[config.mk]
export PLATFORM = sky130hd
export DESIGN_NAME = serial_subtractor
export DESIGN_NICKNAME = d
export VERILOG_FILES = /design/src/rtl/serial_subtractor.sv
export SDC_FILE = /design/constraint.sdc
export NUM_CORES = 1
export LEC_CHECK = 0
export ABC_AREA = 1
export CORE_ASPECT_RATIO = 1.1
export CORE_MARGIN = 3
export CORE_UTILIZATION = 51
export CTS_CLUSTER_SIZE = 10
export DETAILED_ROUTE_END_ITERATION = 7
export PLACE_DENSITY = 0.87
export REMOVE_ABC_BUFFERS = 1
export SYNTH_ARGS = -nofsm -noshare
export SYNTH_HDL_FRONTEND = slang
export SYNTH_SLANG_ARGS = --single-unit
[constraint.sdc]
create_clock -name clk -period 2.35 [get_ports clk]
set_input_delay 0.5875 -clock clk [delete_from_list [all_inputs] [get_ports clk]]
set_output_delay 0.5875 -clock clk [all_outputs]
set_load 0.1 [all_outputs]
[src/rtl/serial_subtractor.sv]
// serial_subtractor: digit-serial a - b - borrow_in, DIGIT bits per clock.
// Operands are captured on start; one DIGIT-bit slice is subtracted per RUN
// cycle from LSB to MSB, and the result is published together on entry to DONE.
// Optional build macro SERIAL_SUBTRACTOR_SAT_EN: on final borrow the result
// saturates to zero (zero_out=1, borrow_out still 1) instead of wrapping.
//
// state  | meaning
// IDLE   | waiting for start_in
// RUN    | subtracting one slice per clock, N cycles
// DONE   | result valid, done_out pulse; start_in may chain a new operation
module serial_subtractor #(
  parameter int WIDTH = 16,
  parameter int DIGIT = 4
) (
  input  logic             clk,
  input  logic             rst_n,
  input  logic             start_in,
  input  logic [WIDTH-1:0] a_in,
  input  logic [WIDTH-1:0] b_in,
  input  logic             borrow_in,
  output logic             busy_out,
  output logic             done_out,
  output logic [WIDTH-1:0] diff_out,
  output logic             borrow_out,
  output logic             zero_out
);

  localparam int N  = WIDTH / DIGIT;
  localparam int CW = (N > 1) ? $clog2(N) : 1;

  localparam logic [1:0] S_IDLE = 2'd0;
  localparam logic [1:0] S_RUN  = 2'd1;
  localparam logic [1:0] S_DONE = 2'd2;

  logic [1:0]       r_state;
  logic [WIDTH-1:0] r_a;
  logic [WIDTH-1:0] r_b;
  logic [WIDTH-1:0] r_acc;
  logic             r_borrow;
  logic [CW-1:0]    r_cnt;
  logic [WIDTH-1:0] r_diff;
  logic             r_borrow_out;
  logic             r_zero;

  logic [DIGIT:0]   w_slice;
  logic [DIGIT-1:0] w_slice_diff;
  logic             w_slice_borrow;
  logic [WIDTH-1:0] w_acc_next;
  logic [WIDTH-1:0] w_final_diff;
  logic             w_last;

  // One slice: the extra top bit of the (DIGIT+1)-bit difference is the borrow.
  assign w_slice        = {1'b0, r_a[DIGIT-1:0]} - {1'b0, r_b[DIGIT-1:0]}
                          - {{DIGIT{1'b0}}, r_borrow};
  assign w_slice_diff   = w_slice[DIGIT-1:0];
  assign w_slice_borrow = w_slice[DIGIT];

  // Result accumulates from the top down so that after N slices it is aligned.
  assign w_acc_next = (r_acc >> DIGIT) | (WIDTH'(w_slice_diff) << (WIDTH - DIGIT));
  assign w_last     = (r_cnt == CW'(N - 1));

`ifdef SERIAL_SUBTRACTOR_SAT_EN
  assign w_final_diff = w_slice_borrow ? '0 : w_acc_next;
`else
  assign w_final_diff = w_acc_next;
`endif

  // Sequencing FSM, operand shifters and result registers.
  always_ff @(posedge clk) begin
    if (!rst_n) begin
      r_state      <= S_IDLE;
      r_a          <= '0;
      r_b          <= '0;
      r_acc        <= '0;
      r_borrow     <= 1'b0;
      r_cnt        <= '0;
      r_diff       <= '0;
      r_borrow_out <= 1'b0;
      r_zero       <= 1'b1;
    end else begin
      case (r_state)
        S_IDLE, S_DONE: begin
          if (start_in) begin
            r_a      <= a_in;
            r_b      <= b_in;
            r_borrow <= borrow_in;
            r_acc    <= '0;
            r_cnt    <= '0;
            r_state  <= S_RUN;
          end else begin
            r_state  <= S_IDLE;
          end
        end
        S_RUN: begin
          r_a      <= r_a >> DIGIT;
          r_b      <= r_b >> DIGIT;
          r_acc    <= w_acc_next;
          r_borrow <= w_slice_borrow;
          r_cnt    <= r_cnt + CW'(1);
          if (w_last) begin
            r_state      <= S_DONE;
            r_diff       <= w_final_diff;
            r_borrow_out <= w_slice_borrow;
            r_zero       <= (w_final_diff == '0);
          end
        end
        default: r_state <= S_IDLE;
      endcase
    end
  end

  assign busy_out   = (r_state == S_RUN);
  assign done_out   = (r_state == S_DONE);
  assign diff_out   = r_diff;
  assign borrow_out = r_borrow_out;
  assign zero_out   = r_zero;

endmodule

==> summary.md <==
| Metric | Value |
|---|---|
| Inst Count DP | 487 |
| Post-CTS setup buffers | 0 |
| Power Total | 0.00264 W |
| Grt total ovfl | 0 |
| CTS resizes | 0 |
| DIE AREA | 6670 µm² |
| Placeable core region | 5470 µm² |
| Setup Skew | 0.00541 ns |
| Worst EP arrival | 1.29 ns |
| Worst slew pin tran | 0.711 ns |
| Hold WS | 0.465 ns |
| Top cells by area, synth | dfxtp_1, nand2_1, o211ai_1, nor2_1, a21oi_1 |
| Post-route DRC | 0 |
| Top-area cell type share of the netlist area | 0.460 |
| Maximum clock rate | 532 MHz |
| IO Pins | 56 |
| Initial antenna violation count | 0 |
| Warnings from Yosys | 0 |
| CTS tree | built |
| Final setup vio count | 0 |
| Worst-skew pair later-pin latency | 0.34 ns |
| DR top layer | met4 |
| Most frequent cells in the layout | nand2_1, dfxtp_1, nor2_1, clkdlybuf4s50_1, a21oi_1 |
| DR pass1 iterations | 4 |
| Initial core utilization | 0.534 |
| Crit path kind | reg -> out |
| Max Cap Violations | 0 |
| Die X | 78.1 µm |
| CTS root buffer | clkbuf_8 |
| #FFs+latches synth | 67 |
| Most area-hungry cell type in the Yosys netlist | dfxtp_1 |
| Final wirelength | 6210 µm |
| Hold Fails Final Rpt | 0 |
| Sequential-to-total area share from yosys stat | 0.460 |
| Syn avg cell area | 7.80 µm² |
| Startpoint Class | flop |
| Synthesized cell area | 2920 µm² |
| FFs w/ async S/R, synth | 0 |
| Most common cell after layout, fill and taps aside | nand2_1 |
| Dpl hpwl | 4130 µm |
| First-pass GRT wire length | 10600 µm |
| Worst min-delay path class | reg -> reg |
| IO buf count | 55 |
| GRT Util Overall | 0.196 |
| Final count of pins violating max slew | 0 |
| Num CTS Buffers | 9 |
| Vias in the first global route | 2457 |
| Layout cells sized above 1 | 0.119 |
| # clock sinks | 67 |
| Post-route setup TNS | 0 ns |
| Largest net degree at the start of global routing | 40 |
| Rows | 28 |
| CTS Hold Bufs | 0 |
| Slew margin rel. | 0.526 |
| Pwr dens | 729 nW/µm² |
| Unrepaired setup endpoints after global routing | no |
| Die height | 85.3 µm |
| Clock slew at reported path FFs | 0.07 ns |
| Vias/cell | 5.13 |
| Outcome | complete, no violations |
| Most used DFF post-synth | dfxtp_1 |
| Yosys cell types | 29 |
| CTS Buffer Depth | 2 |
| Final worst path period need | 1.88 ns |
| Pleak | 1.53 nW |
| DRT iter0 DRCs | 131 |
| Routed met3 length | 329 µm |
| Tcrit/Tclk final | 0.800 |
| Via Count | 2581 |
| H-tree depth reported by CTS | 3 |
| Drt wl/cell | 12.3 µm |
| Mapped Cells | 374 |
| WP data required | 1.76 ns |
| Met2 wire length | 3050 µm |
| M1 WL | 2730 µm |
| Fin cells | 503 |
| Worst-path fanout max | 28 |
| Worst VDD drop | 0.443 mV |
| Nets | 468 |
| Worst Setup End Kind | primary output |
| Post-route ant nets | 0 |
| RD Place Congestion | 0.761 |
| ANT cells | 0 |
| Layout Area Growth over Synthesis | 24.1% |
| Final core occ | 0.663 |
| Post-synth EDFFs | 0 |
-- power by group --
| group | internal, W | total [W] | switching, W |
|---|---|---|---|
| clock network | 0.000498 | 0.000907 | 0.000409 |
| logic | 0.000202 | 0.000479 | 0.000278 |
| registers | 0.00121 | 0.00125 | 0.0000451 |
| total | 0.00191 | 0.00264 | 0.000732 |
-- logic make-up (layout without fill, tap and decap cells) --
logic type                 Yosys count  in the layout  share of synthesized area
xor gates and xnor gates             1              1                    0.00300
adders and majority gates            9              9                     0.0437
and+or+nand+nor                    188            188                      0.287
AOI/OAI and AO/OA                   62             62                      0.129
buffers and inverters               47            101                     0.0780
DFF                                 67             67                      0.460
-- worst max-delay path, cell delays in order, from the launching register on --
cell and delay [ns]:
dfxtp_1 0.42, nand2_4 0.21, inv_2 0.14, buf_12 0.18
-- state kept, by name, indices dropped and copies added (netlist names) --
| name | cells |
|---|---|
| r_a | 16 |
| diff_out | 16 |
| r_cnt | 2 |
| r_state | 2 |
| zero_out | 1 |
| r_borrow | 1 |
| borrow_out | 1 |
| r_b | 16 |
| r_acc | 12 |
-- per-stage QoR --
step	setup slack (ns)	area, µm²
2_1_floorplan	0.152	2790
3_3_place_gp	0.433	3430
3_5_place_dp	0.398	3430
4_1_cts	0.458	3620
5_1_grt	0.317	3620
6_report	0.470	3620
-- metal layers --
layer,global-route usage,vias to the layer above
met3,0.0541,11
met1,0.231,1184
met4,0.0874,0
li1,-,1317
met5,0,-
met2,0.331,69
-- final timing paths --
path | from | endpoint | slack (ns) | cells after the start
max | r_state[0]$_SDFFE_PN0P_ | busy_out | 0.47 | 3
min | r_a[15]$_SDFFE_PN0P_ | r_a[15]$_SDFFE_PN0P_ | 0.46 | 2
max reg2reg | r_b[0]$_SDFFE_PN0P_ | zero_out$_SDFFE_PN1P_ | 0.52 | 8
min reg2reg | r_a[15]$_SDFFE_PN0P_ | r_a[15]$_SDFFE_PN0P_ | 0.46 | 2
-- final cells by class --
type                       instances  area (µm²)
clock inverter                     1        5.00
fill                             480        1840
timing repair buffer              59         543
inverter                          26         103
clock buffer                      15         186
tap                               75        93.8
multi-input combinational        260        1350
sequential                        67        1340
-- synthesized netlist by cell type (3+ instances only) --
cell type   n
a21oi_1    26
buf_2       9
buf_6       4
clkbuf_1    4
dfxtp_1    67
ha_1        7
inv_1      21
inv_2       3
nand2_1    82
nand2_4     3
nand3_1    16
nor2_1     41
nor3_1     25
o211ai_1   24
o21ai_0     9
or2_0       3
or2_1      12
or2_2       5
(Power assumes the default switching activity.)
==> RTL edit 1, RTL diff (config.mk and constraints unchanged) <==
Build with the macro `SERIAL_SUBTRACTOR_SAT_EN` defined.
--- a/src/rtl/serial_subtractor.sv
+++ b/src/rtl/serial_subtractor.sv
@@ -8,6 +8,8 @@
 // IDLE   | waiting for start_in
 // RUN    | subtracting one slice per clock, N cycles
 // DONE   | result valid, done_out pulse; start_in may chain a new operation
+`define SERIAL_SUBTRACTOR_SAT_EN
+
 module serial_subtractor #(
   parameter int WIDTH = 16,
   parameter int DIGIT = 4
Check against the original RTL: not equivalent (Yosys sat finds a counterexample within 10 cycles, from zero or initial values and one cycle with rst_n low).
==> RTL edit 1 against the original RTL <==
  * Synthesized area fell by 0.69%
  * Sequential cell count did not move
  * Design area fell by 0.76%
  * Clock skew rose by 0.0010 ns
  * Non-clock buffer count rose by 6
  * Worst setup slack got worse by 0.24 ns
  * Worst hold slack got worse by 0.00081 ns
  * Via count fell by 0.50%
  * Sequential power barely moved
  * Power fell by 0.12%
  * Routed wire length rose by 4.1%
  * Register-to-register slack got worse by 0.29 ns
  * Critical path type is now register to register
  * Largest cell class is now registers
  * Highest routed layer unchanged
==> RTL edit 1: results (changes against the original RTL) <==
Power and ir drop
  • Cell Int Power: 1.841 mW (-3.5%)
  • Flop pwr share: 47.5% (about the same)
  • Clk power: 0.805 mW (-11%)
  • Switching pwr: 0.7949 mW (+8.6%)
  • Max IR drop VDD: 0.3750 mV (-15%)
  • LEAKAGE: 1.429 nW (-6.3%)

GRT
  • Vias in the first global route: 2533 (+3.1%)
  • Pin count of the biggest net entering global routing: 40 (unchanged)
  • Global-route wire length before repair: 10.89 mm (+3.0%)
  • GRT Total Usage: 20.47% (+0.92 points)
  • Antenna violations before repair: 0 (unchanged)

STA
  • Final Skew: 0.006429 ns (+0.001020 ns)
  • Worst slew pin tran: 0.3982 ns (-0.3124 ns)

Clock tree
  • Num CTS Buffers: 9 (unchanged)
  • Post-CTS setup buffer count: 0 (unchanged)
  • Worst-path clk slew: 0.07 ns (about the same)
  • Root buffer cell: clkbuf_8

Worst setup path
  • Max stage delay on crit path: 0.39 ns (-0.03 ns)
  • CP Max Fanout: 16 (-43%)
  • CP delay by family, top: adder cells
  • Worst Reg2Reg Path Length in Cells: 13 (+5)
  • Slowest-stage cell, CP: fa_1

Run status
  • Run status: finished clean

Routing
  • Via count: 2568 (-0.50%)
  • DRT Pass-1 Iters: 4 (unchanged)
  • Drt total wl: 6.464 mm (+4.1%)
  • DRT iter0 DRCs: 102 (-22%)

Cells and area
  • Fraction of layout cells with a size suffix above 1: 13.94% (+2.0 points)
  • Fillers: 457 (-4.8%)
  • Ant. Diodes: 0 (unchanged)
  • Final nets: 450 (-3.8%)

Yosys
  • Register area share after synthesis: 46.29% (+0.32 points)
  • Most common library cells after synthesis: nand2_1, dfxtp_1, a21oi_1
  • Post-synthesis cell type count: 27 (-6.9%)
  • Ys Warns: 0 (unchanged)
  • Main area contributors after synthesis: dfxtp_1, nand2_1, a21oi_1
  • FFs w/ async S/R, synth: 0% (unchanged)

Placed design
  • Dpl hpwl: 4.522 mm (+9.4%)
  • Buffers on Ports: 55 (unchanged)
  • RD Place Congestion: 0.9100 (+20%)
  • Placed Area: 3425 um2 (-0.15%)

Min path
  • Hold Path Depth: 1 (-1)
RTL edit 1: cell count changes after synthesis, moves of 4 or more:
cell,unedited run,this run
nand2_2,0,6
or2_2,5,0
nand2_1,82,74
o21ai_0,9,25
or2_1,12,1
nor2_1,41,25
o211ai_1,24,1
clkbuf_1,4,8
nand3_1,16,5
a21oi_1,26,39
a211oi_2,0,5
o221ai_1,0,20
RTL edit 1: stage by stage:
step	worst slack, ns	TNS, ns	utilization (%)	cells
after floorplan	-0.07062	-0.07062	-	329
after global placement	0.2334	0	63.06	469
after detailed placement	0.1217	0	63.06	469
after CTS	0.1013	0	66.04	484
after global routing	0.04352	0	66.18	484
final	0.2346	0	66.18	484
RTL edit 1: cell families after synthesis:
kind of cell    share of synthesized area [%]
flops                                   46.29
xor+xnor                               0.3023
simple gates                            20.42
buf+inv                                 8.376
compound gates                          20.21
fa+ha+maj                               4.404
RTL edit 1: layout make-up:
cell class | instances | area [um2] | area share (%)
repair buffers | 65 | 588.1 | 16.36
well taps | 75 | 93.84 | 2.611
clock buffers | 13 | 148.9 | 4.143
inverters | 22 | 87.58 | 2.437
clock inverters | 2 | 12.51 | 0.3482
flip-flops and latches | 67 | 1341 | 37.33
multi-input cells | 240 | 1321 | 36.77
RTL edit 1: per-layer routing:
metal  vias up  global-route usage (%)  routed length, um
li1       1304                       -                  -
met1      1174                   23.61               2841
met2        76                   35.98               3207
met3        14                   4.034                290
met4         0                   10.03                125
met5         -                       0                  0
RTL edit 1: final timing paths:
kind / startpoint / endpoint / slack, ns
setup / recovery: r_b[0] / zero_out / 0.23
hold / removal: r_cnt[0] / r_cnt[0] / 0.46
setup reg to reg: r_b[0] / zero_out / 0.23
hold reg to reg: r_cnt[0] / r_cnt[0] / 0.46
==> RTL edit 2, RTL diff (same flow settings) <==
Without the edit above. Put a register stage on the outputs `busy_out` and `done_out`, cleared by the reset. The values now appear one clock later. The other outputs are not delayed to match.
--- a/src/rtl/serial_subtractor.sv
+++ b/src/rtl/serial_subtractor.sv
@@ -109,8 +109,15 @@
     end
   end
 
-  assign busy_out   = (r_state == S_RUN);
-  assign done_out   = (r_state == S_DONE);
+  always_ff @(posedge clk) begin
+    if (!rst_n) begin
+      busy_out <= '0;
+      done_out <= '0;
+    end else begin
+      busy_out <= (r_state == S_RUN);
+      done_out <= (r_state == S_DONE);
+    end
+  end
   assign diff_out   = r_diff;
   assign borrow_out = r_borrow_out;
   assign zero_out   = r_zero;
Check against the original RTL: not equivalent (Yosys sat finds a counterexample within 4 cycles, from zero or initial values and one cycle with rst_n low).
==> RTL edit 2 against the original RTL <==
  * Routed wire length is 2.4% higher
  * Design area shrank 1.3%
  * Die area decreased by 2.3%
  * Sequential share of layout area up 1.6 points
  * Count of clock-buffer cells in the layout is 2 lower
  * Worst setup slack got worse by 0.11 ns
  * Synthesized cell count down 4.8%
  * Sequential cell count rose by 2
  * Via count shrank 1.7%
  * Synthesized area is 2.4% lower
  * Power rose by 8.7%
  * Maximum frequency is 5.5% lower
  * Critical path type is now register to register
  * Critical endpoint is now zero_out
  * Largest cell class is now registers
  * Largest power group unchanged
==> RTL edit 2: results (changes against the original RTL) <==
Routing
  • Drt total wl: 6.356 mm (+2.4%)
  • DRT Pass-1 Iters: 5 (+1)
  • DRT iter0 DRCs: 212 (+62%)
  • WL met2: 3.223 mm (+5.6%)
  • Vias/cell: 5.255 (+2.4%)
  • WL met1: 2.703 mm (-1.1%)

Worst setup path
  • Slowest-stage cell, CP: fa_1
  • Max stage delay on crit path: 0.47 ns (+0.05 ns)
  • CP delay by family, top: adder cells
  • CP Max Fanout: 3 (-89%)
  • Worst endpoint data arrival time: 2.27 ns (+0.98 ns)

Yosys
  • Main area contributors after synthesis: dfxtp_1, nand2_1, o21ai_0
  • Post-synthesis compound-gate area fraction: 21.27% (+8.4 points)
  • Register area share after synthesis: 48.53% (+2.6 points)
  • Adder-cell area share of the yosys netlist: 4.484% (+0.11 points)
  • Post-synthesis cell type count: 27 (-6.9%)
  • Most common library cells after synthesis: nand2_1, dfxtp_1, o21ai_0
  • Post-synthesis xor/xnor area fraction: 0.3077% (+0.0075 points)

Power and ir drop
  • LEAKAGE: 1.506 nW (-1.2%)
  • Switching pwr: 0.8197 mW (+12%)
  • Total power: 2.869 mW (+8.7%)
  • Flop pwr share: 45.5% (-2.0 points)
  • Comb. pwr: 0.566 mW (+18%)
  • Max IR drop VDD: 0.5405 mV (+22%)

Cells and area
  • Fraction of layout cells with a size suffix above 1: 10.95% (-0.97 points)
  • Final nets: 451 (-3.6%)

GRT
  • Met2 Use GR: 33.31% (+0.21 points)
  • GRT met1 Usage: 24.93% (+1.9 points)
  • Vias in the first global route: 2407 (-2.0%)

STA
  • Worst slew pin tran: 0.7018 ns (-0.008794 ns)

Run status
  • Run status: finished clean

Placed design
  • Cell total after placement: 467 (-4.1%)
  • RD Place Congestion: 0.7949 (+4.5%)
-- RTL edit 2: changes by cell type after synthesis, sizes merged, moves of 10 or more --
cell,before,now
nor2,42,7
nor3,25,1
o21ai,10,44
nand3,16,5
a31oi,0,24
nand2,85,99
o32ai,0,10
inv,25,36
o211ai,24,0
or2,20,0
-- RTL edit 2: worst paths after layout --
| check | start | endpoint | slack, ns | cells after the start |
|---|---|---|---|---|
| setup / recovery | r_b[0] | zero_out | 0.36 | 10 |
| hold / removal | r_a[13] | r_a[13] | 0.46 | 2 |
| setup reg to reg | r_b[0] | zero_out | 0.36 | 10 |
| hold reg to reg | r_a[13] | r_a[13] | 0.46 | 2 |
-- RTL edit 2: final cells by class --
type,instances,area [um2]
Inverter,37,138.9
Sequential cell,69,1381
Multi-Input combinational cell,229,1202
Tap cell,72,90.09
Clock inverter,3,42.54
Clock buffer,13,168.9
Fill cell,424,1628
Timing Repair Buffer,60,550.5
